==> src/rtl/axi_lite_pkg.sv <==
// ---------------------------------------------------------------------------
// axi_lite_pkg
//
// Shared definitions for the AXI4-Lite register bus blocks.
//   - resp_t and the four AXI response codes (OKAY, EXOKAY, SLVERR, DECERR)
//   - state_t and the register master FSM encodings
//     (IDLE, WR_REQ, WR_RESP, RD_REQ, RD_RESP, RSP, DRAIN)
//
// The states are plain localparam constants rather than an enum so that
// older tools and mixed-language wrappers can use the same values.
// ---------------------------------------------------------------------------
package axi_lite_pkg;

    typedef logic [1:0] resp_t;
    typedef logic [2:0] state_t;

    localparam resp_t OKAY   = 2'b00;
    localparam resp_t EXOKAY = 2'b01;
    localparam resp_t SLVERR = 2'b10;
    localparam resp_t DECERR = 2'b11;

    localparam state_t IDLE    = 3'd0;
    localparam state_t WR_REQ  = 3'd1;
    localparam state_t WR_RESP = 3'd2;
    localparam state_t RD_REQ  = 3'd3;
    localparam state_t RD_RESP = 3'd4;
    localparam state_t RSP     = 3'd5;
    localparam state_t DRAIN   = 3'd6;

endpackage

==> src/rtl/axi_lite_reg_master.sv <==
// ---------------------------------------------------------------------------
// axi_lite_reg_master
//
// AXI4-Lite master that turns a simple command/response stream into single
// AXI-Lite read or write transactions, one outstanding at a time.
//
// Ports
//   m_axi_aclk, m_axi_areset      clock, synchronous active-high reset
//   cmd_valid/cmd_ready           command handshake (ready only in IDLE)
//   cmd_rnw, cmd_addr,            1=read / 0=write, byte address,
//   cmd_wdata, cmd_wstrb          write data and strobes
//   rsp_valid/rsp_ready           response handshake
//   rsp_rdata, rsp_resp,          read data (0 for writes), AXI response,
//   rsp_timeout                   response was synthesised by the timeout
//   m_axi_*                       AXI4-Lite master channels AW, W, B, AR, R
//
// Optional feature
//   AXI_LITE_REG_MASTER_TIMEOUT_EN: when defined, a response that does not
//   arrive within C_TIMEOUT_CYCLES is answered locally with SLVERR and
//   rsp_timeout=1; the late response is then absorbed in DRAIN. When not
//   defined the block waits for the slave indefinitely.
// ---------------------------------------------------------------------------
module axi_lite_reg_master
    import axi_lite_pkg::*;
#(
    parameter int C_M_AXI_DATA_WIDTH = 32,
    parameter int C_M_AXI_ADDR_WIDTH = 32,
    parameter int C_TIMEOUT_CYCLES   = 1024
) (
    input  logic                            m_axi_aclk,
    input  logic                            m_axi_areset,

    input  logic                            cmd_valid,
    output logic                            cmd_ready,
    input  logic                            cmd_rnw,
    input  logic [C_M_AXI_ADDR_WIDTH-1:0]   cmd_addr,
    input  logic [C_M_AXI_DATA_WIDTH-1:0]   cmd_wdata,
    input  logic [C_M_AXI_DATA_WIDTH/8-1:0] cmd_wstrb,

    output logic                            rsp_valid,
    input  logic                            rsp_ready,
    output logic [C_M_AXI_DATA_WIDTH-1:0]   rsp_rdata,
    output logic [1:0]                      rsp_resp,
    output logic                            rsp_timeout,

    output logic [C_M_AXI_ADDR_WIDTH-1:0]   m_axi_awaddr,
    output logic [2:0]                      m_axi_awprot,
    output logic                            m_axi_awvalid,
    input  logic                            m_axi_awready,
    output logic [C_M_AXI_DATA_WIDTH-1:0]   m_axi_wdata,
    output logic [C_M_AXI_DATA_WIDTH/8-1:0] m_axi_wstrb,
    output logic                            m_axi_wvalid,
    input  logic                            m_axi_wready,
    input  logic [1:0]                      m_axi_bresp,
    input  logic                            m_axi_bvalid,
    output logic                            m_axi_bready,
    output logic [C_M_AXI_ADDR_WIDTH-1:0]   m_axi_araddr,
    output logic [2:0]                      m_axi_arprot,
    output logic                            m_axi_arvalid,
    input  logic                            m_axi_arready,
    input  logic [C_M_AXI_DATA_WIDTH-1:0]   m_axi_rdata,
    input  logic [1:0]                      m_axi_rresp,
    input  logic                            m_axi_rvalid,
    output logic                            m_axi_rready
);

    // The timeout limit is meaningless below 2, so refuse to elaborate.
    if (C_TIMEOUT_CYCLES < 2) begin : g_badTimeout
        $error("C_TIMEOUT_CYCLES must be at least 2");
    end

    state_t                          r_state;
    logic                            r_rnw;
    logic [C_M_AXI_ADDR_WIDTH-1:0]   r_addr;
    logic [C_M_AXI_DATA_WIDTH-1:0]   r_wdata;
    logic [C_M_AXI_DATA_WIDTH/8-1:0] r_wstrb;
    logic                            r_awvalid;
    logic                            r_wvalid;
    logic                            r_arvalid;
    logic [C_M_AXI_DATA_WIDTH-1:0]   r_rspData;
    resp_t                           r_rspResp;

    // A write channel counts as done once its handshake happened earlier
    // (valid already dropped) or is happening in this cycle.
    logic w_awDone;
    logic w_wDone;

    assign w_awDone = !r_awvalid || m_axi_awready;
    assign w_wDone  = !r_wvalid  || m_axi_wready;

`ifdef AXI_LITE_REG_MASTER_TIMEOUT_EN
    localparam int CntW = $clog2(C_TIMEOUT_CYCLES);
    localparam logic [CntW-1:0] CntLast = CntW'(C_TIMEOUT_CYCLES - 1);

    logic            r_timeout;
    logic [CntW-1:0] r_count;
`endif

    // Main FSM and datapath. The command is latched on acceptance so the AXI
    // channels are driven from stable copies for the whole transaction. In
    // the response states the real response is checked before the timeout,
    // so a response arriving on the limit cycle always wins.
    always_ff @(posedge m_axi_aclk) begin
        if (m_axi_areset) begin
            r_state   <= IDLE;
            r_rnw     <= 1'b0;
            r_addr    <= '0;
            r_wdata   <= '0;
            r_wstrb   <= '0;
            r_awvalid <= 1'b0;
            r_wvalid  <= 1'b0;
            r_arvalid <= 1'b0;
            r_rspData <= '0;
            r_rspResp <= OKAY;
`ifdef AXI_LITE_REG_MASTER_TIMEOUT_EN
            r_timeout <= 1'b0;
            r_count   <= '0;
`endif
        end else begin
            case (r_state)
                IDLE: begin
                    if (cmd_valid) begin
                        r_rnw   <= cmd_rnw;
                        r_addr  <= cmd_addr;
                        r_wdata <= cmd_wdata;
                        r_wstrb <= cmd_wstrb;
                        if (cmd_rnw) begin
                            r_arvalid <= 1'b1;
                            r_state   <= RD_REQ;
                        end else begin
                            r_awvalid <= 1'b1;
                            r_wvalid  <= 1'b1;
                            r_state   <= WR_REQ;
                        end
                    end
                end

                WR_REQ: begin
                    if (m_axi_awready) begin
                        r_awvalid <= 1'b0;
                    end
                    if (m_axi_wready) begin
                        r_wvalid <= 1'b0;
                    end
                    if (w_awDone && w_wDone) begin
                        r_state <= WR_RESP;
`ifdef AXI_LITE_REG_MASTER_TIMEOUT_EN
                        r_count <= '0;
`endif
                    end
                end

                WR_RESP: begin
                    if (m_axi_bvalid) begin
                        r_rspResp <= m_axi_bresp;
                        r_rspData <= '0;
`ifdef AXI_LITE_REG_MASTER_TIMEOUT_EN
                        r_timeout <= 1'b0;
`endif
                        r_state   <= RSP;
                    end
`ifdef AXI_LITE_REG_MASTER_TIMEOUT_EN
                    else if (r_count == CntLast) begin
                        r_rspResp <= SLVERR;
                        r_rspData <= '0;
                        r_timeout <= 1'b1;
                        r_state   <= RSP;
                    end else begin
                        r_count <= r_count + 1'b1;
                    end
`endif
                end

                RD_REQ: begin
                    if (m_axi_arready) begin
                        r_arvalid <= 1'b0;
                        r_state   <= RD_RESP;
`ifdef AXI_LITE_REG_MASTER_TIMEOUT_EN
                        r_count   <= '0;
`endif
                    end
                end

                RD_RESP: begin
                    if (m_axi_rvalid) begin
                        r_rspResp <= m_axi_rresp;
                        r_rspData <= m_axi_rdata;
`ifdef AXI_LITE_REG_MASTER_TIMEOUT_EN
                        r_timeout <= 1'b0;
`endif
                        r_state   <= RSP;
                    end
`ifdef AXI_LITE_REG_MASTER_TIMEOUT_EN
                    else if (r_count == CntLast) begin
                        r_rspResp <= SLVERR;
                        r_rspData <= '0;
                        r_timeout <= 1'b1;
                        r_state   <= RSP;
                    end else begin
                        r_count <= r_count + 1'b1;
                    end
`endif
                end

                RSP: begin
                    if (rsp_ready) begin
`ifdef AXI_LITE_REG_MASTER_TIMEOUT_EN
                        // A timed-out transaction still owes us a response
                        // from the slave; swallow it before taking new work.
                        r_state <= r_timeout ? DRAIN : IDLE;
`else
                        r_state <= IDLE;
`endif
                    end
                end

`ifdef AXI_LITE_REG_MASTER_TIMEOUT_EN
                DRAIN: begin
                    if ((r_rnw && m_axi_rvalid) || (!r_rnw && m_axi_bvalid)) begin
                        r_state <= IDLE;
                    end
                end
`endif

                default: begin
                    r_state <= IDLE;
                end
            endcase
        end
    end

    // cmd_ready is gated by reset so it stays low for the whole reset
    // window, including the first cycle before the state register clears.
    assign cmd_ready = (r_state == IDLE) && !m_axi_areset;

    assign m_axi_awaddr  = r_addr;
    assign m_axi_awprot  = 3'b000;
    assign m_axi_awvalid = r_awvalid;
    assign m_axi_wdata   = r_wdata;
    assign m_axi_wstrb   = r_wstrb;
    assign m_axi_wvalid  = r_wvalid;
    assign m_axi_araddr  = r_addr;
    assign m_axi_arprot  = 3'b000;
    assign m_axi_arvalid = r_arvalid;

`ifdef AXI_LITE_REG_MASTER_TIMEOUT_EN
    assign m_axi_bready = (r_state == WR_RESP) || ((r_state == DRAIN) && !r_rnw);
    assign m_axi_rready = (r_state == RD_RESP) || ((r_state == DRAIN) && r_rnw);
    assign rsp_timeout  = r_timeout;
`else
    assign m_axi_bready = (r_state == WR_RESP);
    assign m_axi_rready = (r_state == RD_RESP);
    assign rsp_timeout  = 1'b0;
`endif

    assign rsp_valid = (r_state == RSP);
    assign rsp_rdata = r_rspData;
    assign rsp_resp  = r_rspResp;

endmodule

==> config.mk <==
export PLATFORM = sky130hd
export DESIGN_NAME = axi_lite_reg_master
export DESIGN_NICKNAME = d
export VERILOG_FILES = /design/src/rtl/axi_lite_pkg.sv /design/src/rtl/axi_lite_reg_master.sv
export SDC_FILE = /design/constraint.sdc
export NUM_CORES = 1
export LEC_CHECK = 0
export BUFFER_PORTS_ARGS = -buffer_cell sky130_fd_sc_hd__buf_2
export CAP_MARGIN = 40
export CORE_AREA = 2 2 101 103
export CTS_BUF_LIST = sky130_fd_sc_hd__clkbuf_4
export DETAILED_ROUTE_END_ITERATION = 7
export DIE_AREA = 0 0 103 105
export PLACE_DENSITY_LB_ADDON = 0.25
export SYNTH_ARGS = -nofsm -noshare
export SYNTH_HDL_FRONTEND = slang
export SYNTH_SLANG_ARGS = --single-unit
==> constraint.sdc <==
create_clock -name m_axi_aclk -period 1.97 [get_ports m_axi_aclk]
set_input_delay 0.0985 -clock m_axi_aclk [delete_from_list [all_inputs] [get_ports m_axi_aclk]]
set_output_delay 0.0985 -clock m_axi_aclk [all_outputs]
set_load 0.02 [all_outputs]
==> results.md <==
- Outcome: complete, no violations
- Most numerous cell in the Yosys netlist: nand2_1
- H-Tree Depth: 3
- Syn_area_per_cell: roughly 8.4 µm²
- DP Area: 0.00529 mm²
- Combinational share of power: 0.391
- Worst Reg-to-Reg Cells: 6
- R2r setup slk: 140 ps
- Clock tree buffer depth: 2
- Fin crit period: about 1800 ps
- Worst-path cell chain: nand2b_4 -> nor3_4 -> buf_8 -> a21oi_1 -> nor3_1 -> dlygate4sd3_1
- Psw: roughly 2.7 mW
- Initial DRT Pass Iterations: 4
- Worst-path clk slew: 150 ps
- Synthesized flop and latch total: ~110
- Critical path depth: 6
- Clock power share: 0.198
- CTS tree: yes
- Setup Fix Bufs, Post-CTS: 0
- Worst min-delay path class: in2reg
- Slew @ Worst Pin: 553 ps
- Cell variety after synth: 32
- Maxcap violations: 0
- Port bufs: ~250
- Die ar.: approximately 0.011 mm²
- Slowest CP cell: dlygate4sd3_1
- Kind of critical path: reg2reg
- I/O pins: about 260
- DRC Markers: 0
- Mapped cell area: around 0.0042 mm²
- Proportion of layout cells with a drive suffix above 1: 0.354
- Chip width: about 100 µm
- Final Worst Setup Slack: 137 ps
- Max stage delay on crit path: around 570 ps
- Die Ht: about 110 µm
- # diodes: 0
- Area Growth Syn to Fin: 56.5%
- Final Util: 0.678
- Synth async-reset ratio: 0
- Worst clock skew: between 15 and 20 ps
- Cell internal pwr: between 4 and 5 mW
- Footprint of the multi-input gates: between 0.0015 and 0.002 mm²
- Placed cells: 826
- Initial antenna violation count: 0
- Routed vias: ~4500
- Final Hold Viols: 0
- DRT iter0 DRCs: ~150
- Final Power: a little under 7 mW
- WP data arrival: 2240 ps
- Startpoint types: flop
- Worst hold margin: 28.6 ps
- Unrepaired setup endpoints after global routing: false
- Crit. Startpoint: r_state[1]
- Fmax: 546 MHz
- Drt total wl: 13.4 mm
- Synth Flop Type: dfxtp_1
- Reg2reg start: r_state[1]
- Delay-heaviest family, CP: buffers and inverters
- CP endpoint kind: flop
- Final HPWL DP: between 8 and 9 mm
- Later-pin clock latency in the skew report: approximately 450 ps
- Max Slew Vio Count: 0
- R2r endpoint: m_axi_arvalid
- Largest net degree at the start of global routing: 53
- Vias in the first global route: roughly 4500
- Num CTS Buffers: 9
- Drt via density: around 4.8
- Pre-CTS setup slack: about 340 ps
- Endpoints failing setup: 0
- Sequential-to-total area share from yosys stat: 0.518
- Post-synth EDFFs: 0
- Clock Sinks: 108
- Area contributors post-synth: dfxtp_1 52%, nand2_1 12%, a21oi_1 8.7%
- Final instance area: ~0.0065 mm²
- Synth Warn #: 0
- Core Area: ~0.0096 mm²
- Clk root buf: clkbuf_4
- NumNets Final: about 920
- Cells after synthesis: 500
- Global-route wire length before repair: 20.7 mm
- Post-route setup TNS: 0 ps
- Sw Ratio: 0.386
- GRT overflow: 0
- Site row count: 36
- Synth top area share: 0.518
- Detail Route Antenna Nets: 0
- Cell taking the most area after synthesis: dfxtp_1
- Sequential Area: around 0.0022 mm²
- WL/cell: between 10 and 15 µm
- Final Wtd Congestion: 0.731
- Crit-path max FO: 20
- Required time of the critical path: about 2400 ps
- Starting Density: 0.433
- Non-filler instance count after layout: around 950
- VDD IR-drop max: between 400 and 500 µV
- Seq pwr share: 0.411
- PwrDens: around 1100 mW/mm²
- Filler instances: approximately 760
- Fin crit share: 0.930
- Relative slew slack: 0.631
- Tot GR Track Use: 0.242
- Top cells by count, synth: 138 x nand2_1, 108 x dfxtp_1, 73 x a21oi_1
- CP endpoint: m_axi_arvalid
- Leak: around 3.2 nW
- Critical path buffer and inverter count: 2
## how the worst min path moves through the flow
stage,from,end,slack (ps),cells past startpoint
2_1_floorplan,cmd_wdata[0],m_axi_wdata[0],230,2
3_3_place_gp,cmd_addr[19],m_axi_araddr[19],340,3
3_5_place_dp,cmd_addr[4],m_axi_araddr[4],350,3
4_1_cts,m_axi_rresp[1],rsp_resp[1],20,4
5_1_grt,m_axi_rresp[1],rsp_resp[1],10,4
6_report,m_axi_bresp[1],rsp_resp[1],30,4
## layout by cell type, fill, tap and decap left out, types with 2 or more instances in the layout
| master | netlist | routed |
|---|---|---|
| a21oi_1 | 73 | 73 |
| a22oi_1 | 32 | 32 |
| and3b_1 | 2 | 2 |
| buf_12 | 0 | 3 |
| buf_2 | 17 | 253 |
| buf_4 | 41 | 7 |
| bufinv_16 | 0 | 3 |
| clkbuf_4 | 0 | 10 |
| conb_1 | 1 | 7 |
| dfxtp_1 | 108 | 105 |
| dfxtp_2 | 0 | 3 |
| dlygate4sd3_1 | 0 | 105 |
| mux2_2 | 2 | 2 |
| mux2i_1 | 4 | 4 |
| nand2_1 | 138 | 138 |
| nand2b_1 | 2 | 2 |
| nand3b_1 | 3 | 3 |
| nor2_1 | 36 | 36 |
| nor2b_1 | 3 | 3 |
| nor3_1 | 2 | 2 |
| o21a_1 | 2 | 2 |
| o21ai_0 | 2 | 2 |
## registers in the layout (all words and copies together), names as in the netlist
name and count:
m_axi_araddr 32, m_axi_arvalid 1, m_axi_awvalid 1, m_axi_wdata 32
m_axi_wstrb 4, m_axi_wvalid 1, r_state 3, rsp_rdata 32
rsp_resp 2
## power by group through the flow
stage               registers (mW)  logic [mW]  clock network, mW
finish                        2.83        2.69               1.37
global route                  2.87        2.93               1.50
CTS                           2.82        2.66               1.41
detailed placement            2.86        2.50                  0
global placement              2.84        2.46                  0
floorplan                     3.22        1.44                  0
## repair_timing
action,4_1_cts,5_1_grt
gates resized for setup,0,5
hold buffers,105,0
hold endpoints to repair,105,0
setup endpoints to repair,0,1
## tightest hold or removal path: stages
cell     delay, ps
buf_2           90
mux2_2         140
mux2i_1         60
nor2_1          70
## final cells by class
class	count	area share
Timing Repair Buffer	369	0.374
Tap cell	133	0.0255
Sequential cell	108	0.331
Multi-Input combinational cell	321	0.241
Clock buffer	10	0.0115
Clock inverter	6	0.0168
## cell families (layout without fill, tap and decap cells)
| group | Yosys count | after routing | synth area share |
|---|---|---|---|
| compound gates | 113 | 113 | 0.158 |
| simple gates | 195 | 195 | 0.196 |
| buf+inv | 77 | 385 | 0.113 |
| mux | 6 | 6 | 0.0150 |
| other cells | 1 | 7 | 0.000898 |
| flops | 108 | 108 | 0.518 |
## layer usage
| layer | track usage | wire length [µm] | vias to the layer above |
|---|---|---|---|
| li1 | - | - | 2220 |
| met5 | 0 | 0 | - |
| met2 | 0.422 | 6720 | 199 |
| met3 | 0.0809 | 1130 | 36 |
| met1 | 0.256 | 5070 | 2070 |
| met4 | 0.118 | 476 | 0 |
Power figures use the tool's default switching activity.
